$ cat src/rtl/round_judge_pkg.sv
// Shared types and constants for the round judging stage.
package round_judge_pkg;

   typedef enum logic [2:0] {
      S_IDLE,
      S_WAIT_OPEN,
      S_ARMED,
      S_JUDGED,
      S_OVER
   } state_t;

   localparam int KEY_W   = 4;
   localparam int SCORE_W = 8;
   localparam int LIVES_W = 2;
   localparam int RT_W    = 4;

   localparam int LIVES_INIT_DEF     = 3;
   localparam int RT_START_DEF       = 12;
   localparam int RT_MIN_DEF         = 4;
   localparam int HITS_PER_LEVEL_DEF = 8;

endpackage

$ cat src/rtl/key_sync_edge.sv
// Two-flop synchronizer with registered rising-edge strobes per bit and a
// registered falling-edge strobe for bit 0 (the window lane).
module key_sync_edge #(
   parameter int W = 5
) (
   input  logic         clk,
   input  logic         rst_n,
   input  logic [W-1:0] din,
   output logic [W-1:0] rise,
   output logic         fall0
);

   logic [W-1:0] meta;
   logic [W-1:0] sync;
   logic [W-1:0] prev;

   // Synchronize, keep one cycle of history, and register the edge strobes.
   always_ff @(posedge clk or negedge rst_n) begin
      if (!rst_n) begin
         meta  <= '0;
         sync  <= '0;
         prev  <= '0;
         rise  <= '0;
         fall0 <= 1'b0;
      end else begin
         // NOTE: non-blocking so each flop takes its neighbour's pre-edge value; blocking would collapse the chain into one stage.
         meta  <= din;
         sync  <= meta;
         prev  <= sync;
         rise  <= sync & ~prev;
         fall0 <= ~sync[0] & prev[0];
      end
   end

endmodule

$ cat src/rtl/round_judge.sv
// Round judging stage: judges one press per round window, tracks score,
// lives and difficulty (roundTime), and flags game over.
module round_judge
   import round_judge_pkg::*;
#(
   parameter int LIVES_INIT     = LIVES_INIT_DEF,
   parameter int RT_START       = RT_START_DEF,
   parameter int RT_MIN         = RT_MIN_DEF,
   parameter int HITS_PER_LEVEL = HITS_PER_LEVEL_DEF
) (
   input  logic               clk,
   input  logic               rst_n,
   input  logic               gameState,
   input  logic               window,
   input  logic [KEY_W-1:0]   target,
   input  logic [KEY_W-1:0]   keys,
   output logic [RT_W-1:0]    roundTime,
   output logic               hit,
   output logic               miss,
   output logic [SCORE_W-1:0] score,
   output logic [LIVES_W-1:0] lives,
   output logic               gameOver
);

   localparam logic [LIVES_W-1:0] LIVES_INIT_V = LIVES_W'(LIVES_INIT);
   localparam logic [RT_W-1:0]    RT_START_V   = RT_W'(RT_START);
   localparam logic [RT_W-1:0]    RT_MIN_V     = RT_W'(RT_MIN);
   localparam logic [SCORE_W-1:0] LEVEL_MASK   = SCORE_W'(HITS_PER_LEVEL - 1);
   localparam logic [SCORE_W-1:0] SCORE_MAX    = '1;

   state_t             state;
   logic               gs_prev;
   logic [KEY_W-1:0]   tgt_q;
   logic [KEY_W:0]     rise;
   logic               win_fall;
   logic               win_rise;
   logic [KEY_W-1:0]   key_edge;
   logic [SCORE_W-1:0] score_inc;
   logic               level_up;
   logic               last_life;

   key_sync_edge #(
      .W (KEY_W + 1)
   ) u_sync (
      .clk   (clk),
      .rst_n (rst_n),
      .din   ({keys, window}),
      .rise  (rise),
      .fall0 (win_fall)
   );

   assign win_rise  = rise[0];
   assign key_edge  = rise[KEY_W:1];
   assign score_inc = score + SCORE_W'(1);
   assign level_up  = (score_inc & LEVEL_MASK) == '0;
   assign last_life = (lives == LIVES_W'(1));

   // Round FSM with registered verdict pulses, score, lives and difficulty.
   always_ff @(posedge clk or negedge rst_n) begin
      if (!rst_n) begin
         state     <= S_IDLE;
         gs_prev   <= 1'b0;
         tgt_q     <= '0;
         score     <= '0;
         lives     <= LIVES_INIT_V;
         roundTime <= RT_START_V;
         hit       <= 1'b0;
         miss      <= 1'b0;
         gameOver  <= 1'b0;
      end else begin
         hit     <= 1'b0;
         miss    <= 1'b0;
         gs_prev <= gameState;
         if (!gameState && state != S_OVER) begin
            // Abort: counters hold until the next start.
            state <= S_IDLE;
         end else begin
            case (state)
               S_IDLE: begin
                  if (gameState && !gs_prev) begin
                     score     <= '0;
                     lives     <= LIVES_INIT_V;
                     roundTime <= RT_START_V;
                     gameOver  <= 1'b0;
                     state     <= S_WAIT_OPEN;
                  end
               end
               S_WAIT_OPEN: begin
                  if (win_rise) begin
                     tgt_q <= target;
                     state <= S_ARMED;
                  end
               end
               S_ARMED: begin
                  if (key_edge != '0) begin
                     // A press that coincides with the window fall has already
                     // seen the close, so skip JUDGED's wait for it.
                     state <= win_fall ? S_WAIT_OPEN : S_JUDGED;
                     if (key_edge == tgt_q) begin
                        hit <= 1'b1;
                        if (score != SCORE_MAX) begin
                           score <= score_inc;
                           if (level_up && roundTime > RT_MIN_V)
                              roundTime <= roundTime - RT_W'(1);
                        end
                     end else begin
                        miss  <= 1'b1;
                        lives <= lives - LIVES_W'(1);
                        if (last_life) begin
                           gameOver <= 1'b1;
                           state    <= S_OVER;
                        end
                     end
                  end else if (win_fall) begin
                     miss  <= 1'b1;
                     lives <= lives - LIVES_W'(1);
                     if (last_life) begin
                        gameOver <= 1'b1;
                        state    <= S_OVER;
                     end else begin
                        state <= S_WAIT_OPEN;
                     end
                  end
               end
               S_JUDGED: begin
                  if (win_fall) state <= S_WAIT_OPEN;
               end
               S_OVER: begin
                  if (!gameState) state <= S_IDLE;
               end
               default: state <= S_IDLE;
            endcase
         end
      end
   end

endmodule

$ cat config.mk
export PLATFORM = sky130hd
export DESIGN_NAME = round_judge
export DESIGN_NICKNAME = d
export VERILOG_FILES = /design/src/rtl/round_judge_pkg.sv /design/src/rtl/key_sync_edge.sv /design/src/rtl/round_judge.sv
export SDC_FILE = /design/constraint.sdc
export NUM_CORES = 1
export LEC_CHECK = 0
export ABC_AREA = 1
export CAP_MARGIN = 15
export CORE_MARGIN = 2
export CORE_UTILIZATION = 49
export DETAILED_ROUTE_END_ITERATION = 6
export GPL_TIMING_DRIVEN = 0
export HOLD_SLACK_MARGIN = 0.05
export PLACE_DENSITY = 0.87
export SYNTH_ARGS = -nofsm -noshare
export SYNTH_HDL_FRONTEND = slang
export SYNTH_HIERARCHICAL = 1
export SYNTH_SLANG_ARGS = --single-unit
$ cat constraint.sdc
create_clock -name clk -period 1.25 [get_ports clk]
set_input_delay 0.1875 -clock clk [delete_from_list [all_inputs] [get_ports clk]]
set_output_delay 0.1875 -clock clk [all_outputs]
set_load 0.02 [all_outputs]
==> results of run 1 <==
metal layers:
layer / vias up / global-route usage, % / wire [µm] / part of all wire (%)
li1: 926 / - / - / -
met1: 985 / 29.5 / 2470 / 40
met2: 120 / 38.7 / 3150 / 51
met3: 24 / 5.13 / 391 / 6.3
met4: 0 / 9.43 / 188 / 3.0
met5: - / 0 / 0 / 0
cell usage after synthesis (all sizes together):
| cell type | n | area share [%] |
|---|---|---|
| dfstp | 4 | 4.8 |
| nor2 | 33 | 7.2 |
| inv | 35 | 6.0 |
| ha | 5 | 2.9 |
| xor2 | 2 | 0.80 |
| o2111ai | 1 | 0.40 |
| a21oi | 7 | 1.9 |
| nand3 | 29 | 7.1 |
| buf | 1 | 0.52 |
| xnor2 | 1 | 0.40 |
| nand2 | 79 | 15 |
| dfrtp | 42 | 48 |
| o21ai | 3 | 0.69 |
| o21bai | 2 | 0.69 |
| or2 | 1 | 0.29 |
| o31ai | 1 | 0.34 |
| nand4 | 5 | 2.1 |
| and3b | 1 | 0.46 |
kinds of logic after synthesis:
group           count (synthesis)  synth area share, %
xor+xnor                        3                 1.20
simple gates                  148                 32.3
flops                          46                 53.0
compound gates                 14                 4.07
fa+ha+maj                       5                 2.87
buf+inv                        36                 6.54
worst paths after layout:
check	to	startpoint
worst min register to register	u_sync/sync[1]	u_sync/meta[1]
worst max-delay path	roundTime[0]	roundTime[0]
worst max register to register	roundTime[0]	roundTime[0]
worst min-delay path	gs_prev	gameState
min in group asynchronous	gs_prev	rst_n
max in group asynchronous	lives[1]	rst_n
per-stage QoR:
stage | std cells | cell area [µm²] | setup slack (ns)
final | 372 | 3150 | -0.220
after global placement | 332 | 2540 | -1.33
after global routing | 372 | 3150 | -0.294
after CTS | 362 | 2960 | -0.148
after detailed placement | 333 | 2560 | -0.480
after floorplan | 252 | 2200 | -0.152
where the power goes:
| part | switching [W] | internal [W] |
|---|---|---|
| registers | 0.000191 | 0.00175 |
| clock network | 0.000562 | 0.000404 |
| logic | 0.00122 | 0.000817 |
repair_timing:
action / CTS / global route
endpoints found under the hold margin: 14 / 0
cloned: 2 / 0
setup endpoints to repair: 40 / 37
hold buffers: 1 / 0
pin swaps: 19 / 19
buffers inserted: 18 / 10
resized for setup: 86 / 51
worst register-to-register path: cells and delay by family (launching register included):
kind | cells | cell delay [ns]
flip-flops | 1 | 0.41
AO/OA/AOI/OAI | 1 | 0.15
adder cells (fa/ha/maj) | 1 | 0.16
AND/OR/NAND/NOR | 7 | 0.60
buffers and inverters | 1 | 0.07
state kept, by name, indices dropped and copies added, names as in the netlist:
signal	count
u_sync/sync	5
u_sync/rise	5
gameOver	1
u_sync/prev	5
roundTime	4
u_sync/meta	5
tgt_q	4
miss	1
hit	1
u_sync/fall0	1
score	8
gs_prev	1
state	3
lives	2
final cells by class:
class                   instances  share of cell area [%]
flip-flops and latches         46                    37.2
multi-input cells             171                    36.7
repair buffers                 59                    16.3
inverters                      35                    4.33
clock buffers                   5                    2.19
well taps                      52                    2.07
clock inverters                 3                   0.795
plain buffers                   1                   0.477
==> results.md, run 1 <==
- After layout, the design draws a total of about 0.0049 W.
- Setup violations remaining at the end of the flow were counted as 24.
- The floorplan has 24 rows.
- The worst IR drop on VDD is 1.07 mV.
- The path type of the worst setup path is reg2reg.
- In the finished design, the share of the clock period the worst path needs comes to 118%.
- In the final layout, the share of cells above drive strength 1 is 43.8%.
- Across all register-to-register paths, the minimum setup slack is -0.22 ns.
- The clock sink total is 46.
- The number of max-slew violations in the final report is 0.
- In the routed design, unresolved DRC markers number 0.
- The tightest hold path in the finished design has a slack of 0.239 ns.
- The remaining number of nets flagged by the antenna check after routing is 0.
- The number of buffers and inverters on the critical path is 1.
- In this design, the stage delay of the slowest critical-path cell is 0.41 ns.
- The I/O pin count is 29.
- Synthesis produced a netlist with a net count of about 270.
- Synthesis inferred between 40 and 50 register bits.
- Entering global routing, the biggest net connects 31 pins.
- The TritonCTS clock tree is built.
- Using the TritonRoute via totals, the vias-per-cell ratio works out to 5.52.
- The number of clock buffers added by TritonCTS is 5.
- The clock passes through at most 2 buffers.
- The number of global-route vias before repair is 1933.
- The category of cells accounting for the largest share of critical-path delay is simple AND/OR/NAND/NOR gates.
- Traced cell by cell, the critical path runs through inv_2 -> ha_4 -> o21ai_2 -> nand2_2 -> nand2_4 -> nand2_2 -> nor2_4 -> nand2_4 -> nand2_2 -> nand2_1.
- Headroom to the max-slew limit came out at 71.7%.
- The number of antenna violations at the first check in global routing is 0.
- The count of cells along the worst hold path is 1.
- Once detailed placement completed, the half-perimeter wirelength came to 2.94 mm.
- A synthesized cell averages 8.66 µm².
- The quantity of I/O buffers inserted on ports is 28.
- The number of nets in the final layout is 336.
- The fmax is 0.680 GHz.
- The final reports fail on setup timing.
- Of the synthesized area, sequential elements account for 53.0%.
- The congestion estimate from routability-driven global placement came to 0.905.
- The library cells used most frequently in the layout, excluding fill and tap cells, are 55 x nand2_1, 31 x dfrtp_1, 26 x inv_1, 26 x buf_4, 19 x nand3_1.
- Between clock sinks in the finished design, the worst skew comes to 0.0118 ns.
- The transition time of the tightest slew-check pin is 0.424 ns.
- The floorplan step defined a die boundary enclosing 0.00500 mm².
- Data arrives at the worst endpoint at about 1.7 ns.
- The initial detailed-routing violation count is between 200 and 300.
- In this run the cell area of the synthesized design comes to 0.00218 mm².
- The total number of vias is 2055.
- The area taken by flip-flops and latches is 0.00117 mm².
- After layout, the minimum clock period comes to 1.47 ns.
- Summed over all cells, the static leakage comes to 1.53 nW.
- The level count of the clock H-tree is 2.
- The count of filler cells inserted in the layout is 268.
- The cell at the root of the clock tree is clkbuf_8.
- The instance count on the critical path is 10.
- The max capacitance violation total is 0.
- The required time of the worst setup path is 1.47 ns.
- The setup TNS is -4.22 ns.
- The worst-path maximum fanout is 5.
- Once routing completed, OpenROAD measured the worst setup slack at -0.220 ns.
- The die height is 70.7 µm.
- Clock-pin slew was measured on the worst setup and hold paths at 0.10 ns.
- Summing all multi-input logic gate instances after layout gives around 0.0012 mm².
- Measured in cells, the most critical reg-to-reg path has a length of 10.
- The hold violation total from the final report is 0.
- Clock latency on the worst-skew pair, taken at its later pin, is 0.32 ns.
- The run finished, with violations left.
- The count of yosys warnings during synthesis is 6.
- The area inside the core boundary is 0.00432 mm².
- The class of the most critical hold timing path is in2reg.
- For this configuration, the core starts out at a cell density of between 50 and 60%.
- The standard cell with the maximum stage delay on the critical path is dfrtp_2.
- The most common cell after layout, fill and taps aside is nand2_1.
- Summed over all layers, the routed wires come to 6.20 mm.
- In the global route stage, overall resource usage came out at a little under a quarter.
- The pre-antenna-repair detailed-routing pass consisted of 5 iterations.
- The first global-routing pass estimated about 9.0 mm of wire.
- The layout overhead on the synthesized area is 44.3%.
- The antenna diode count is 0.
- By instance count, the cell type seen most on the critical path is nand2_2.
- In this run the horizontal extent of the chip is 70.7 µm.
- STA classifies the critical path endpoint as a register.
- Global routing finished with a remaining overflow of 0.
- The worst setup path is launched from a register.
- Cells fill 72.8% of the core in the end.
- The number of instances in the synthesized netlist is about 250.
- After detailed routing, the average wire length per cell comes to 16.7 µm.
- In this run, distinct cell masters in the synthesized netlist total 26.
- Setup repair after global routing could not meet its margin everywhere.
- The power per unit of standard cell area is 1570 mW/mm².
No activity file was read; power rests on OpenSTA's default activity.
==> run 2, diff against run 1 <==
CORE_ASPECT_RATIO = 0.5   (was unset)
==> run 2 against run 1 <==
Net effect: the flow still finishes with violations (setup timing); routed wire length is 7.8% higher; register-to-register slack worse by 0.06 ns; first-iteration DRC count is 46% lower; sequential cell count stayed put; via count is 1.0% higher; total power is 2.2% higher; clock power is 5% higher.
==> results.md, run 2 (synthesis gave the netlist of run 1 again) <==
- The buffer levels on the longest clock path is 2 (unchanged).
- The global-route layer with the greatest usage is met2.
- The initial detailed-routing violation count is 144 (-46%).
- The power per unit of standard cell area came to 1620 mW/mm² (+3.1%).
- The total number of vias is 2076 (+1.0%).
- The number of global-route vias before repair is 1971 (+2.0%).
- The total power consumption of the routed design is 0.00505 W (+2.2%).
- The overflow left after global routing is 0 (unchanged).
- The worst IR drop on VDD is 0.851 mV (-21%).
- The half-perimeter wire length after detailed placement is 3.29 mm (+12%).
- The remaining number of nets flagged by the antenna check after routing is 0 (unchanged).
- The antenna diode count is 0 (unchanged).
- The count of filler cells inserted in the layout was 287 (+7.1%).
- The register-to-register setup slack came to -0.28 ns (-0.06 ns).
- The slowest stage of the critical path is the dfrtp_2 cell.
- The number of non-filler instances in the completed layout came to 376 (+1.1%).
- The clock skew is 0.0107 ns (-0.00109 ns).
- The worst reg-to-reg path cell count is 10 (unchanged).
- The area of the die is 0.00504 mm² (+0.65%).
- The remaining design rule violation count is 0 (unchanged).
- The clock transition at the registers of the reported paths is 0.10 ns (about the same).
- The quantity of I/O buffers inserted on ports is 28 (unchanged).
- The fraction of final layout cells sized beyond drive strength 1 is 44.5% (+0.76 points).
- The met3 usage in global routing is 8.07% (+2.9 points).
- The initial standard-cell utilization of the core is 50.3% (-0.17 points).
- The path type of the worst setup path is reg2reg.
- The kind of start point of the critical path is a register.
- The number of buffers and inverters on the critical path is 1 (unchanged).
- The number of buffers added by the clock tree synthesis step is 5 (unchanged).
- The length of the first detailed-routing pass in iterations came to 4 (-1).
- The number of max-slew violations in the final report is 0 (unchanged).
- The max capacitance violation total came to 0 (unchanged).
- The pin count of the biggest net entering global routing came to 40 (+29%).
- The register with the most flip-flops in the final layout is score.
- The hold violation total from the final report came to 0 (unchanged).
- The worst min-delay path endpoint is gs_prev.
- The start point of the worst min-delay path is gameState.
- The die height is 51.2 µm (-28%).
- The number of placed cells counting well taps is 338 (+1.5%).
- The weighted congestion reported at the end of routability-driven placement is 0.936 (+3.4%).
- The leakage power is 1.53 nW (+0.17%).
- The transition time of the tightest slew-check pin was 0.295 ns (-0.129 ns).
- The count of cells along the worst hold path came to 1 (unchanged).
- The floorplan row count is 17 (-29%).
- The met1 track demand over resource in global routing is 27.8% (-1.7 points).
- The data arrival time of the worst path was 1.75 ns (+0.06 ns).
- The endpoint identified for the worst register-to-register timing path is roundTime[1].
- Leaving out fill and tap cells, the most frequent cells in the layout are 50 x nand2_1, 31 x dfrtp_1, 25 x inv_1, 25 x buf_4.
- The I/O pin count came to 29 (unchanged).
- The area inside the core boundary was 0.00434 mm² (+0.35%).
- The library cell used most frequently in the layout, excluding fill and tap cells, is nand2_1.
- The level count of the clock H-tree is 2 (unchanged).
- The worst-path maximum fanout is 5 (unchanged).
- The maximum cell stage delay along the critical path came to 0.40 ns (about the same).
- Compared with the post-synthesis result, the final layout area differs by 42.9%.
- The number of nets in the final layout is 335 (-0.30%).
- The relative max-transition margin is 80.2% (+8.4 points).
- The setup TNS came to -4.14 ns (+0.0711 ns).
- Traced cell by cell, the critical path runs through inv_2 -> ha_4 -> o21ai_2 -> nand2_2 -> nand2_4 -> nand2_4 -> nor2_4 -> nand2_4 -> nand2_2 -> nand2_2.
- The number of flip-flops under the largest register name came to 8 (unchanged).
- The class of the most critical hold timing path is in2reg.
- The cell sitting at the root of the clock tree is a clkbuf_8.
- The final setup violation count is 24 (unchanged).
- The final worst-path setup slack is -0.281 ns (-0.0609 ns).
- The clock sink total came to 46 (unchanged).
- The met2 capacity usage during global routing was 42.2% (+3.4 points).
- The routed length per placed instance was 17.8 µm (+6.7%).
- The category of cells accounting for the largest share of critical-path delay is simple AND/OR/NAND/NOR gates.
- The post-route minimum period came to 1.53 ns (+0.0609 ns).
- The required time of the worst setup path is 1.47 ns (about the same).
- The startpoint identified for the worst register-to-register timing path is roundTime[1].
- The clock network latency to the later pin of the worst-skew pair is 0.32 ns (about the same).
- Setup repair after global routing could not meet its margin everywhere.
- The worst setup path is captured at a register.
- The part of the cycle the worst path needs is 122% (+4.9 points).
- The TritonCTS clock tree is built.
- The flow ran to the end, but the final reports show violations.
- The total length of routed wires is 6.69 mm (+7.8%).
- The horizontal die dimension was 98.4 µm (+39%).
- The number of antenna violations at the first check in global routing is 0 (unchanged).
- The global-route total usage across every layer is 24.2% (+0.95 points).
- The number of vias per cell after detailed routing is 5.52 (about the same).
- The fmax came to 0.653 GHz (-4.0%).
- The wire length of the first global-routing pass was 9.21 mm (+2.1%).
- The checks that failed: setup timing.
-- run 2: changes by cell type in the layout (fill, tap and decap cells not counted), moves of 2 or more --
cell             before  now
nand3_1              19   21
clkdlybuf4s15_2       3    1
nand3_2               7    4
inv_6                 2    4
buf_2                 4    6
nor2_4               14    9
nand2_1              55   50
nand2_2              16   21
clkdlybuf4s15_1       2    0
nor2_2                4    9
buf_6                 5    8
-- run 2: timing repair --
| action | 4_1_cts | 5_1_grt |
|---|---|---|
| setup endpoints to repair | 41 | 38 |
| pin swaps | 15 | 17 |
| gates cloned | 3 | 0 |
| resized for setup | 99 | 50 |
| endpoints found under the hold margin | 42 | 0 |
| hold buffers | 1 | 0 |
| buffers inserted | 12 | 14 |
-- run 2: power by group --
part / internal, W / switching, W / leakage [nW] / total, W
Combinational: 0.000820 / 0.00125 / 0.927 / 0.00207
Clock: 0.000416 / 0.000596 / 0.0495 / 0.00101
Sequential: 0.00175 / 0.000210 / 0.552 / 0.00196
-- run 2: how the worst max path moves through the flow --
stage	startpoint	to	slack (ns)	depth (start not counted)
floorplan	roundTime[2]	roundTime[0]	-0.15	9
global placement	rst_n	roundTime[0]	-1.30	1
detailed placement	gameState	roundTime[0]	-0.54	10
CTS	state[0]	roundTime[1]	-0.16	8
global route	roundTime[0]	roundTime[1]	-0.34	10
finish	roundTime[1]	roundTime[1]	-0.28	10
-- run 2: cell type report --
class / instances / area (µm²) / area share [%]
Timing Repair Buffer: 57 / 480 / 15.4
Inverter: 35 / 136 / 4.37
Sequential cell: 46 / 1170 / 37.5
Buffer: 1 / 15.0 / 0.481
Clock inverter: 3 / 26.3 / 0.842
Multi-Input combinational cell: 172 / 1150 / 36.9
Tap cell: 57 / 71.3 / 2.29
Clock buffer: 5 / 68.8 / 2.21
-- run 2: layer usage --
metal	part of all wire, %	wire length, µm	up-vias
met4	6.2	412	0
met3	7.4	494	43
met1	38	2530	992
met2	49	3250	120
li1	-	-	921
met5	0	0	-
-- run 2: per-stage QoR --
stage / setup WS (ns) / hold slack (ns) / utilization, % / instance area [µm²]
floorplan: -0.152 / -0.108 / - / 2200
global placement: -1.30 / 0.332 / 58.8 / 2550
detailed placement: -0.543 / 0.0512 / 59.1 / 2570
CTS: -0.157 / 0.229 / 67.4 / 2920
global route: -0.338 / 0.221 / 71.9 / 3120
finish: -0.281 / 0.213 / 71.9 / 3120
